## config.mk

```make
export PLATFORM = sky130hd
export DESIGN_NAME = sdram_req_scheduler
export DESIGN_NICKNAME = d
export VERILOG_FILES = /design/src/rtl/sdram_req_scheduler.sv
export SDC_FILE = /design/constraint.sdc
export NUM_CORES = 1
export LEC_CHECK = 0
export CORE_ASPECT_RATIO = 1.1
export CORE_MARGIN = 2
export CORE_UTILIZATION = 40
export CTS_CLUSTER_DIAMETER = 80
export DETAILED_ROUTE_END_ITERATION = 7
export GPL_TIMING_DRIVEN = 0
export SYNTH_ARGS = -nofsm -noshare
export SYNTH_HDL_FRONTEND = slang
export SYNTH_SLANG_ARGS = --single-unit
```

## constraint.sdc

```tcl
create_clock -name clk -period 8.9 [get_ports clk]
set_input_delay 0.89 -clock clk [delete_from_list [all_inputs] [get_ports clk]]
set_output_delay 0.89 -clock clk [all_outputs]
set_load 0.01 [all_outputs]
```

## src/rtl/sdram_req_scheduler.sv

```systemverilog
// Burst request scheduler: refresh first, then starved masters, then open-row hits, then round-robin.
// One command outstanding at a time; the open row of every bank is tracked for hit detection.
module sdram_req_scheduler #(
  parameter int N_MASTERS   = 2,
  parameter int W_HADDR     = 32,
  parameter int COLUMN_BITS = 10,
  parameter int ROW_BITS    = 13,
  parameter int W_BANKSEL   = 2,
  parameter int MAX_WAIT    = 4,
  localparam int W_MST      = (N_MASTERS > 1) ? $clog2(N_MASTERS) : 1
) (
  input  logic                           clk,
  input  logic                           rst,
  input  logic [N_MASTERS-1:0]           req_valid,
  input  logic [N_MASTERS-1:0]           req_write,
  input  logic [N_MASTERS*W_HADDR-1:0]   req_addr,
  output logic [N_MASTERS-1:0]           req_ready,
  input  logic                           refresh_req,
  output logic                           refresh_ack,
  output logic                           cmd_valid,
  input  logic                           cmd_ready,
  output logic                           cmd_refresh,
  output logic [W_MST-1:0]               cmd_master,
  output logic                           cmd_write,
  output logic [W_BANKSEL-1:0]           cmd_bank,
  output logic [ROW_BITS-1:0]            cmd_row,
  output logic [COLUMN_BITS-1:0]         cmd_col,
  output logic                           cmd_bank_open,
  output logic                           cmd_row_hit,
  input  logic                           done
);

  localparam int N_BANKS = 1 << W_BANKSEL;
  localparam int BANK_LO = COLUMN_BITS + 1;
  localparam int ROW_LO  = COLUMN_BITS + W_BANKSEL + 1;
  localparam logic [3:0] WAIT_MAX = 4'(MAX_WAIT);

  typedef enum logic [1:0] {S_IDLE, S_ISSUE, S_BUSY} state_e;

  state_e                 state_q;
  logic [W_MST-1:0]       last_grant_q;
  logic [3:0]             wait_cnt_q [N_MASTERS];
  logic [N_BANKS-1:0]     open_valid_q;
  logic [ROW_BITS-1:0]    open_row_q [N_BANKS];

  logic                   cmd_valid_q, cmd_refresh_q, cmd_write_q;
  logic                   cmd_bank_open_q, cmd_row_hit_q;
  logic [W_MST-1:0]       cmd_master_q;
  logic [W_BANKSEL-1:0]   cmd_bank_q;
  logic [ROW_BITS-1:0]    cmd_row_q;
  logic [COLUMN_BITS-1:0] cmd_col_q;

  logic [COLUMN_BITS-1:0] m_col  [N_MASTERS];
  logic [W_BANKSEL-1:0]   m_bank [N_MASTERS];
  logic [ROW_BITS-1:0]    m_row  [N_MASTERS];
  logic [N_MASTERS-1:0]   m_open, m_hit, forced_mask, hit_mask;
  logic [W_MST-1:0]       sel_master_d;
  logic                   accept;
  logic                   unused_addr;

  // Bit 0 and the bits above the row field carry no SDRAM meaning.
  assign unused_addr = ^req_addr;

  for (genvar k = 0; k < N_MASTERS; k++) begin : g_dec
    assign m_col[k]       = req_addr[k*W_HADDR + 1 +: COLUMN_BITS];
    assign m_bank[k]      = req_addr[k*W_HADDR + BANK_LO +: W_BANKSEL];
    assign m_row[k]       = req_addr[k*W_HADDR + ROW_LO +: ROW_BITS];
    assign m_open[k]      = open_valid_q[m_bank[k]];
    assign m_hit[k]       = m_open[k] && (open_row_q[m_bank[k]] == m_row[k]);
    assign forced_mask[k] = req_valid[k] && (wait_cnt_q[k] == WAIT_MAX);
  end

  assign hit_mask = req_valid & m_hit;

  function automatic logic [W_MST-1:0] rr_pick(input logic [N_MASTERS-1:0] mask,
                                               input logic [W_MST-1:0]     last);
    logic found;
    found   = 1'b0;
    rr_pick = '0;
    for (int k = 0; k < N_MASTERS; k++) begin
      if (!found && mask[k] && (k > int'(last))) begin
        rr_pick = W_MST'(k);
        found   = 1'b1;
      end
    end
    // Wrap around to the masters at or below the last grant.
    for (int k = 0; k < N_MASTERS; k++) begin
      if (!found && mask[k]) begin
        rr_pick = W_MST'(k);
        found   = 1'b1;
      end
    end
  endfunction

  assign sel_master_d = (|forced_mask) ? rr_pick(forced_mask, last_grant_q) :
                        (|hit_mask)    ? rr_pick(hit_mask, last_grant_q) :
                                         rr_pick(req_valid, last_grant_q);

  assign accept = cmd_valid_q && cmd_ready;

  always_comb begin
    req_ready = '0;
    for (int k = 0; k < N_MASTERS; k++) begin
      req_ready[k] = accept && !cmd_refresh_q && (cmd_master_q == W_MST'(k));
    end
  end

  assign refresh_ack   = accept && cmd_refresh_q;
  assign cmd_valid     = cmd_valid_q;
  assign cmd_refresh   = cmd_refresh_q;
  assign cmd_master    = cmd_master_q;
  assign cmd_write     = cmd_write_q;
  assign cmd_bank      = cmd_bank_q;
  assign cmd_row       = cmd_row_q;
  assign cmd_col       = cmd_col_q;
  assign cmd_bank_open = cmd_bank_open_q;
  assign cmd_row_hit   = cmd_row_hit_q;

  always_ff @(posedge clk or posedge rst) begin
    if (rst) begin
      state_q         <= S_IDLE;
      last_grant_q    <= W_MST'(N_MASTERS - 1);
      open_valid_q    <= '0;
      cmd_valid_q     <= 1'b0;
      cmd_refresh_q   <= 1'b0;
      cmd_write_q     <= 1'b0;
      cmd_master_q    <= '0;
      cmd_bank_q      <= '0;
      cmd_row_q       <= '0;
      cmd_col_q       <= '0;
      cmd_bank_open_q <= 1'b0;
      cmd_row_hit_q   <= 1'b0;
      for (int k = 0; k < N_MASTERS; k++) wait_cnt_q[k] <= '0;
      for (int b = 0; b < N_BANKS; b++) open_row_q[b] <= '0;
    end else begin
      case (state_q)
        S_IDLE: begin
          if (refresh_req) begin
            state_q         <= S_ISSUE;
            cmd_valid_q     <= 1'b1;
            cmd_refresh_q   <= 1'b1;
            cmd_write_q     <= 1'b0;
            cmd_master_q    <= '0;
            cmd_bank_q      <= '0;
            cmd_row_q       <= '0;
            cmd_col_q       <= '0;
            cmd_bank_open_q <= 1'b0;
            cmd_row_hit_q   <= 1'b0;
          end else if (|req_valid) begin
            state_q         <= S_ISSUE;
            cmd_valid_q     <= 1'b1;
            cmd_refresh_q   <= 1'b0;
            cmd_master_q    <= sel_master_d;
            cmd_write_q     <= req_write[sel_master_d];
            cmd_bank_q      <= m_bank[sel_master_d];
            cmd_row_q       <= m_row[sel_master_d];
            cmd_col_q       <= m_col[sel_master_d];
            cmd_bank_open_q <= m_open[sel_master_d];
            cmd_row_hit_q   <= m_hit[sel_master_d];
            last_grant_q    <= sel_master_d;
            for (int k = 0; k < N_MASTERS; k++) begin
              if (W_MST'(k) == sel_master_d) begin
                wait_cnt_q[k] <= '0;
              end else if (req_valid[k] && (wait_cnt_q[k] != WAIT_MAX)) begin
                wait_cnt_q[k] <= wait_cnt_q[k] + 4'd1;
              end
            end
          end
        end
        S_ISSUE: begin
          if (cmd_ready) begin
            state_q     <= S_BUSY;
            cmd_valid_q <= 1'b0;
            if (cmd_refresh_q) begin
              open_valid_q <= '0;
            end else begin
              open_valid_q[cmd_bank_q] <= 1'b1;
              open_row_q[cmd_bank_q]   <= cmd_row_q;
            end
          end
        end
        S_BUSY: begin
          if (done) state_q <= S_IDLE;
        end
        default: state_q <= S_IDLE;
      endcase
    end
  end

endmodule

```

==> out/metrics.csv, run 1 <==
stage,metric,value,unit
clock_tree,cts_buffers,9,
global_routing,overflow,0,
synthesis,yosysTopAreaCell,dfrtp_1,
synthesis,synth_cells,418,
synthesis,netlist.area_leader.share,0.464,
routing,ant_nets,0,
routing,wirelength,13.6,mm
sta,period_share,0.490,
worst_setup_path,cpLargestDelayFamily,buffers and inverters,
hold_path,hold_path.class,flop to flop,
finish,num_antenna_cells,0,
clock_tree,cts_resized,0,
outcome,status,"complete, but fails checks",
sta,final_max_slew_viol_count,0,
sta,maxSlewHeadroom,0.446,
worst_setup_path,cp.buffers_inverters,4,
worst_setup_path,crit_chain,clkdlybuf4s50_1 -> clkbuf_1 -> buf_4 -> mux4_2 -> xnor2_1 -> nand4_1 -> nor3_1 -> a31oi_1 -> a311oi_4 -> buf_6 -> mux2i_1 -> o21ai_1,
sta,fin_worst_skew,0.00502,ns
routing,drc,9,
place,globalplace.congestion,0.806,
finish,num-nets-final,596,
routing,vias,3698,
worst_setup_path,crit_required,9.11,ns
clock_tree,clk_pin_slew_worst_paths,0.07,ns
worst_setup_path,cp_slowest_cell,clkbuf_1,
finish,design_area,6650,µm²
die,rows,43,
routing,vias_per_cell,5.43,
power,ir_worst_vdd,0.000119,V
synthesis,synth_edf_count,0,
sta,fin_ws,4.54,ns
clock_tree,cts_sinks,98,
synthesis,ys_seq_area_frac,0.469,
worst_setup_path,max_stage_delay,0.58,ns
synthesis,ys_seq_elements,98,
sta,rsz0062_at_grt,no,
synthesis,yosys_most_used_dff,dfrtp_1,
clock_tree,cts_hold_buf,0,
clock_tree,cts_root_buf,clkbuf_16,
power,power.density,299,nW/µm²
sta,worst_slew_pin_slew,0.832,ns
sta,hold_viol_final,0,
finish,drive_above_1_share,0.200,
worst_setup_path,criticalPathCategory,input port to flop,
sta,fin_crit,4.36,ns
routing,drt_iter0_drc,179,
die,core,12700,µm²
synthesis,syn-cell-area,5240,µm²
power,p_total,1.99,mW
synthesis,syn_nets,495,
die,initial_core_util,0.412,
clock_tree,clockBufferDepth,2,
worst_setup_path,cp.arrival,4.57,ns
worst_setup_path,crit_fanout,10,
worst_setup_path,crit_path_end_kind,flop,
die,die_y,124,µm
synthesis,synth.avg_cell_area,12.5,µm²
die,die-area,14000,µm²
sta,setup_total_negative_slack,0,ns
power,power_leakage,2.98,nW
clock_tree,htree_levels,3,
die,die_w,113,µm
finish,nFillCells,1135,
synthesis,synth_warnings,0,
place,placed_cell_area,6350,µm²
global_routing,grt_pass1_wl,21.4,mm
clock_tree,clk_latency,0.35,ns
global_routing,antenna_found_initial,0,
die,io-pin-count,107,
synthesis,synthDistinctLibCells,48,
place,preCtsSetupSlack,4.18,ns
worst_setup_path,start_kind,input port,
global_routing,grt_use_total,0.203,
clock_tree,cts_setup_buffers,0,
outcome,violations,DRC,
job,drv_cap,0,
synthesis,netlist_top_cells_area,"dfrtp_1, mux2_2, mux4_2, mux2i_1, nand2_1",
routing,first_pass_iters,6,
place,dpl.hpwl,9.63,mm
finish,area_growth,27.0,%
global_routing,grt_pass1_vias,3801,
clock_tree,cts_tree,built,
sta,finalSetupViolations,0,
place,io_buffers,89,
synthesis,synthArstFlopShare,1.00,
sta,fmax,229,MHz
routing,avgRoutedWirePerCell,19.9,µm
global_routing,grt_max_degree,51,
==> sequential cells by signal (all words and copies together), names as in the netlist, 2 cells and up <==
| name | count |
|---|---|
| cmd_col | 10 |
| cmd_row | 13 |
| open_row_q | 52 |
| open_valid_q | 4 |
| cmd_bank | 2 |
| state_q | 2 |
| wait_cnt_q | 8 |
==> synthesized netlist by cell type, types with 4 or more instances <==
master,instances
dfrtp_1,97
mux2_2,52
nand2_1,42
mux2i_1,38
o21ai_1,26
mux4_2,18
xor2_1,17
xnor2_1,15
clkbuf_1,13
nor2_1,11
inv_1,10
buf_6,7
nor3_1,6
and3_1,5
mux4_1,5
ha_1,4
nand3_1,4
nand4_1,4
==> worst paths after layout <==
| path | startpoint | endpoint | slack (ns) | depth (start not counted) |
|---|---|---|---|---|
| max reg2reg | open_row_q[36] | cmd_row[4] | 5.75 | 9 |
| max | req_addr[44] | cmd_row[4] | 4.54 | 12 |
| min reg2reg | state_q[1] | state_q[0] | 0.48 | 1 |
| max in group asynchronous | rst | last_grant_q | 7.19 | 3 |
| min in group asynchronous | rst | cmd_col[7] | 1.00 | 2 |
| min | state_q[1] | state_q[0] | 0.48 | 1 |
==> cells by family after synthesis <==
| group | synth area share |
|---|---|
| compound gates | 0.0641 |
| xor+xnor | 0.0535 |
| fa+ha+maj | 0.00956 |
| buf+inv | 0.0361 |
| flops | 0.469 |
| mux | 0.287 |
| simple gates | 0.0810 |
==> final cells by class <==
cell class                 instances  area [µm²]  area share
inverter                          10        40.0     0.00602
sequential                        98        2450       0.369
timing repair buffer              90         918       0.138
clock buffer                       9         225      0.0339
buffer                            24         151      0.0228
tap                              157         196      0.0296
multi-input combinational        286        2590       0.390
clock inverter                     7        70.1      0.0105
==> layer usage <==
| layer | global-route usage | share of wire | vias up |
|---|---|---|---|
| met1 | 0.275 | 0.44 | 1871 |
| met5 | 0 | 0 | - |
| met3 | 0.0331 | 0.048 | 15 |
| li1 | - | - | 1723 |
| met4 | 0.0732 | 0.017 | 0 |
| met2 | 0.331 | 0.49 | 89 |
==> through the flow <==
stage / hold slack [ns] / instances / utilization
global route: 0.502 / 681 / 0.524
detailed placement: 0.457 / 665 / 0.500
finish: 0.476 / 681 / 0.524
global placement: 0.461 / 664 / 0.498
floorplan: 0.440 / 418 / -
CTS: 0.470 / 681 / 0.524
==> cell usage in the layout, fill, tap and decap left out, types with 2 or more instances in the layout <==
cell type / count
dfrtp_1: 97
clkdlybuf4s50_1: 89
mux2_2: 52
nand2_1: 42
mux2i_1: 38
o21ai_1: 26
mux4_2: 18
xor2_1: 17
xnor2_1: 15
clkbuf_1: 13
nor2_1: 11
inv_1: 9
clkbuf_16: 9
buf_6: 7
nor3_1: 6
mux4_1: 5
and3_1: 5
nand4_1: 4
nand3_1: 4
ha_1: 4
clkinvlp_4: 4
nand3b_1: 3
nor4_1: 3
o31ai_1: 3
a21boi_0: 3
o21ai_0: 2
or2_2: 2
buf_4: 2
a21oi_1: 2
nand2b_1: 2
a21o_1: 2
clkinv_2: 2
==> where the power goes <==
| part | internal (mW) | total (mW) | switching, mW |
|---|---|---|---|
| clock network | 0.217 | 0.390 | 0.173 |
| logic | 0.438 | 0.783 | 0.345 |
| registers | 0.642 | 0.812 | 0.171 |
| total | 1.30 | 1.99 | 0.689 |
Power figures use the tool's default switching activity.
==> inputs of run 2 (changes only) <==
--- a/config.mk
+++ b/config.mk
@@ -11,6 +11,7 @@
 export CTS_CLUSTER_DIAMETER = 80
 export DETAILED_ROUTE_END_ITERATION = 7
 export GPL_TIMING_DRIVEN = 0
+export PLACE_DENSITY = 0.67
 export SYNTH_ARGS = -nofsm -noshare
 export SYNTH_HDL_FRONTEND = slang
 export SYNTH_SLANG_ARGS = --single-unit
==> constraint.sdc (replaced) <==
create_clock -name clk -period 3.53 [get_ports clk]
set_input_delay 0.353 -clock clk [delete_from_list [all_inputs] [get_ports clk]]
set_output_delay 0.353 -clock clk [all_outputs]
set_load 0.01 [all_outputs]
==> run 2 against run 1 <==
Net effect: the flow still finishes with violations (DRC); worst setup slack worse by 4.4 ns; clock skew up 0.0028 ns; routed wire length shrank 1.5%; non-clock buffer count up 3; global-route usage shrank 0.080 points; utilization is 0.45 points higher; register-to-register slack worse by 5.2 ns; hold slack lost 0.13 ns; critical path type unchanged; largest power group unchanged; highest routed layer unchanged.
==> out/metrics.csv, run 2 (synthesized netlist as in run 1, its figures left out) <==
stage,metric,value,unit,change
worst_setup_path,crit_chain,clkdlybuf4s50_1 -> buf_2 -> buf_4 -> mux4_2 -> xnor2_1 -> nand4_1 -> nor3_2 -> a21oi_1 -> a311oi_4 -> buf_4 -> buf_6 -> mux2i_1 -> o21ai_1,,was clkdlybuf4s50_1 -> clkbuf_1 -> buf_4 -> mux4_2 -> xnor2_1 -> nand4_1 -> nor3_1 -> a31oi_1 -> a311oi_4 -> buf_6 -> mux2i_1 -> o21ai_1
place,dp_cells,665,,unchanged
die,core,12700,µm²,unchanged
place,dpl.hpwl,9.51,mm,was 9.63 mm
worst_setup_path,cpLargestDelayFamily,buffers and inverters,,unchanged
worst_setup_path,crit_path_end_kind,flop,,unchanged
outcome,violations,DRC,,unchanged
worst_setup_path,cp_slowest_cell,clkdlybuf4s50_1,,was clkbuf_1
finish,final_util,0.528,,was 0.524
worst_setup_path,rr_startpoint,open_row_q[1],,was open_row_q[36]
clock_tree,clk_latency,0.34,ns,was 0.35 ns
place,io_buffers,89,,unchanged
sta,maxSlewHeadroom,0.457,,was 0.446
die,rows,43,,unchanged
die,die_w,113,µm,unchanged
routing,drc,6,,was 9
power,p_comb_frac,0.394,,about the same
finish,largest_register_ffs,52,,unchanged
die,initial_core_util,0.412,,unchanged
worst_setup_path,critPathMostFrequentCell,buf_4,,
finish,num-nets-final,599,,was 596
finish,num_antenna_cells,0,,unchanged
clock_tree,htree_levels,3,,unchanged
hold_path,hold_path.class,input port to async pin,,was flop to flop
finish,instances_no_fill,684,,was 681
sta,hold_viol_final,0,,unchanged
finish,drive_above_1_share,0.209,,was 0.200
finish,layout_commonest_cell,dfrtp_1,,unchanged
global_routing,grt_pass1_vias,3908,,was 3801
place,globalplace.congestion,0.855,,was 0.806
finish,final_cell_mix,"dfrtp_1, clkdlybuf4s50_1, mux2_2",,unchanged
clock_tree,cts_sinks,98,,unchanged
clock_tree,cts_tree,built,,unchanged
die,io-pin-count,107,,unchanged
finish,regMostFlops,open_row_q,,unchanged
sta,worst_slew_pin_slew,0.815,ns,was 0.832 ns
power,p_switching,1.72,mW,was 0.689 mW
sta,fin_worst_skew,0.00782,ns,was 0.00502 ns
clock_tree,cts_root_buf,clkbuf_16,,unchanged
routing,avgRoutedWirePerCell,19.6,µm,was 19.9 µm
global_routing,grt_use_total,0.202,,was 0.203
sta,final_max_slew_viol_count,0,,unchanged
worst_setup_path,crit_fanout,10,,unchanged
sta,setup_total_negative_slack,0,ns,unchanged
routing,first_pass_iters,6,,unchanged
sta,rsz0062_at_grt,no,,unchanged
sta,fmax,297,MHz,
worst_setup_path,ff2ff_path_depth,11,,was 9
place,preCtsSetupSlack,-0.713,ns,was 4.18 ns
routing,drt_iter0_drc,240,,was 179
clock_tree,clockBufferDepth,2,,unchanged
power,swShare,0.340,,was 0.347
finish,area_growth,28.1,%,was 27.0%
outcome,status,"complete, but fails checks",,unchanged
routing,ant_nets,0,,unchanged
worst_setup_path,cp.arrival,3.56,ns,was 4.57 ns
global_routing,grt_pass1_wl,21.4,mm,about the same
worst_setup_path,crit_required,3.73,ns,was 9.11 ns
die,die_y,124,µm,unchanged
sta,period_share,0.952,,
power,clock_power_share,0.201,,was 0.196
global_routing,antenna_found_initial,0,,unchanged
worst_setup_path,max_stage_delay,0.49,ns,was 0.58 ns
clock_tree,cts_buffers,9,,unchanged
clock_tree,clk_pin_slew_worst_paths,0.07,ns,about the same
finish,design_area,6710,µm²,was 6650 µm²
global_routing,grt_max_degree,73,,was 51
sta,fin_crit,3.36,ns,
job,drv_cap,0,,unchanged
die,die-area,14000,µm²,unchanged
routing,vias_per_cell,5.47,,was 5.43
power,ir_worst_vdd,0.000282,V,was 0.000119 V
power,pwr-share-seq,0.405,,was 0.409
worst_setup_path,r2r-end,wait_cnt_q[1],,was cmd_row[4]
global_routing,overflow,0,,unchanged
sta,fin_ws,0.168,ns,was 4.54 ns
worst_setup_path,r2r_slack,0.55,ns,was 5.75 ns
worst_setup_path,cp.buffers_inverters,5,,was 4
worst_setup_path,criticalPathCategory,input port to flop,,unchanged
worst_setup_path,start_kind,input port,,unchanged
place,placed_cell_area,6350,µm²,unchanged
power,power.density,756,nW/µm²,was 299 nW/µm²
sta,finalSetupViolations,0,,unchanged
power,power_leakage,3.03,nW,was 2.98 nW
power,intPower,3.34,mW,was 1.30 mW
sta,whs,0.347,ns,was 0.476 ns
routing,vias,3744,,was 3698
routing,wirelength,13.4,mm,was 13.6 mm
power,p_total,5.07,mW,was 1.99 mW
-- run 2: final cells by class --
| class | instances | area [µm²] |
|---|---|---|
| fill | 1149 | 5990 |
| buffer | 24 | 153 |
| tap | 157 | 196 |
| multi-input combinational | 286 | 2610 |
| clock inverter | 2 | 35.0 |
| clock buffer | 14 | 274 |
| sequential | 98 | 2450 |
| timing repair buffer | 93 | 943 |
| inverter | 10 | 40.0 |
-- run 2: power groups by stage --
stage / sequential (mW) / combinational (mW) / clock [mW]
floorplan: 2.01 / 1.19 / 0
global placement: 2.02 / 1.93 / 0
detailed placement: 2.06 / 1.99 / 0
CTS: 2.05 / 2.01 / 1.04
global route: 2.14 / 2.16 / 1.08
finish: 2.05 / 2.00 / 1.02
-- run 2: how the worst max path moves through the flow --
stage / end / from / cells past startpoint / slack (ns)
after global placement: cmd_col[9] / rst / 2 / -0.89
after floorplan: cmd_bank[0] / rst / 1 / 0.62
final: cmd_row[8] / req_addr[44] / 13 / 0.17
after global routing: cmd_row[8] / req_addr[44] / 13 / 0.03
after CTS: wait_cnt_q[1] / req_addr[12] / 13 / 0.04
after detailed placement: cmd_row[8] / req_addr[44] / 12 / -0.71
-- run 2: what timing repair did --
action                                  4_1_cts  5_1_grt
setup buffers                                 3        0
hold buffers                                  0        0
gates resized for setup                       1        5
endpoints found under the setup margin       36       32
pin swaps                                     1        0
-- run 2: routing by layer --
metal / GRT usage / wire (µm) / vias to the layer above
met2: 0.338 / 6720 / 118
met5: 0 / 0 / -
met4: 0.0808 / 268 / 0
met3: 0.0268 / 805 / 15
met1: 0.268 / 5580 / 1882
li1: - / - / 1729
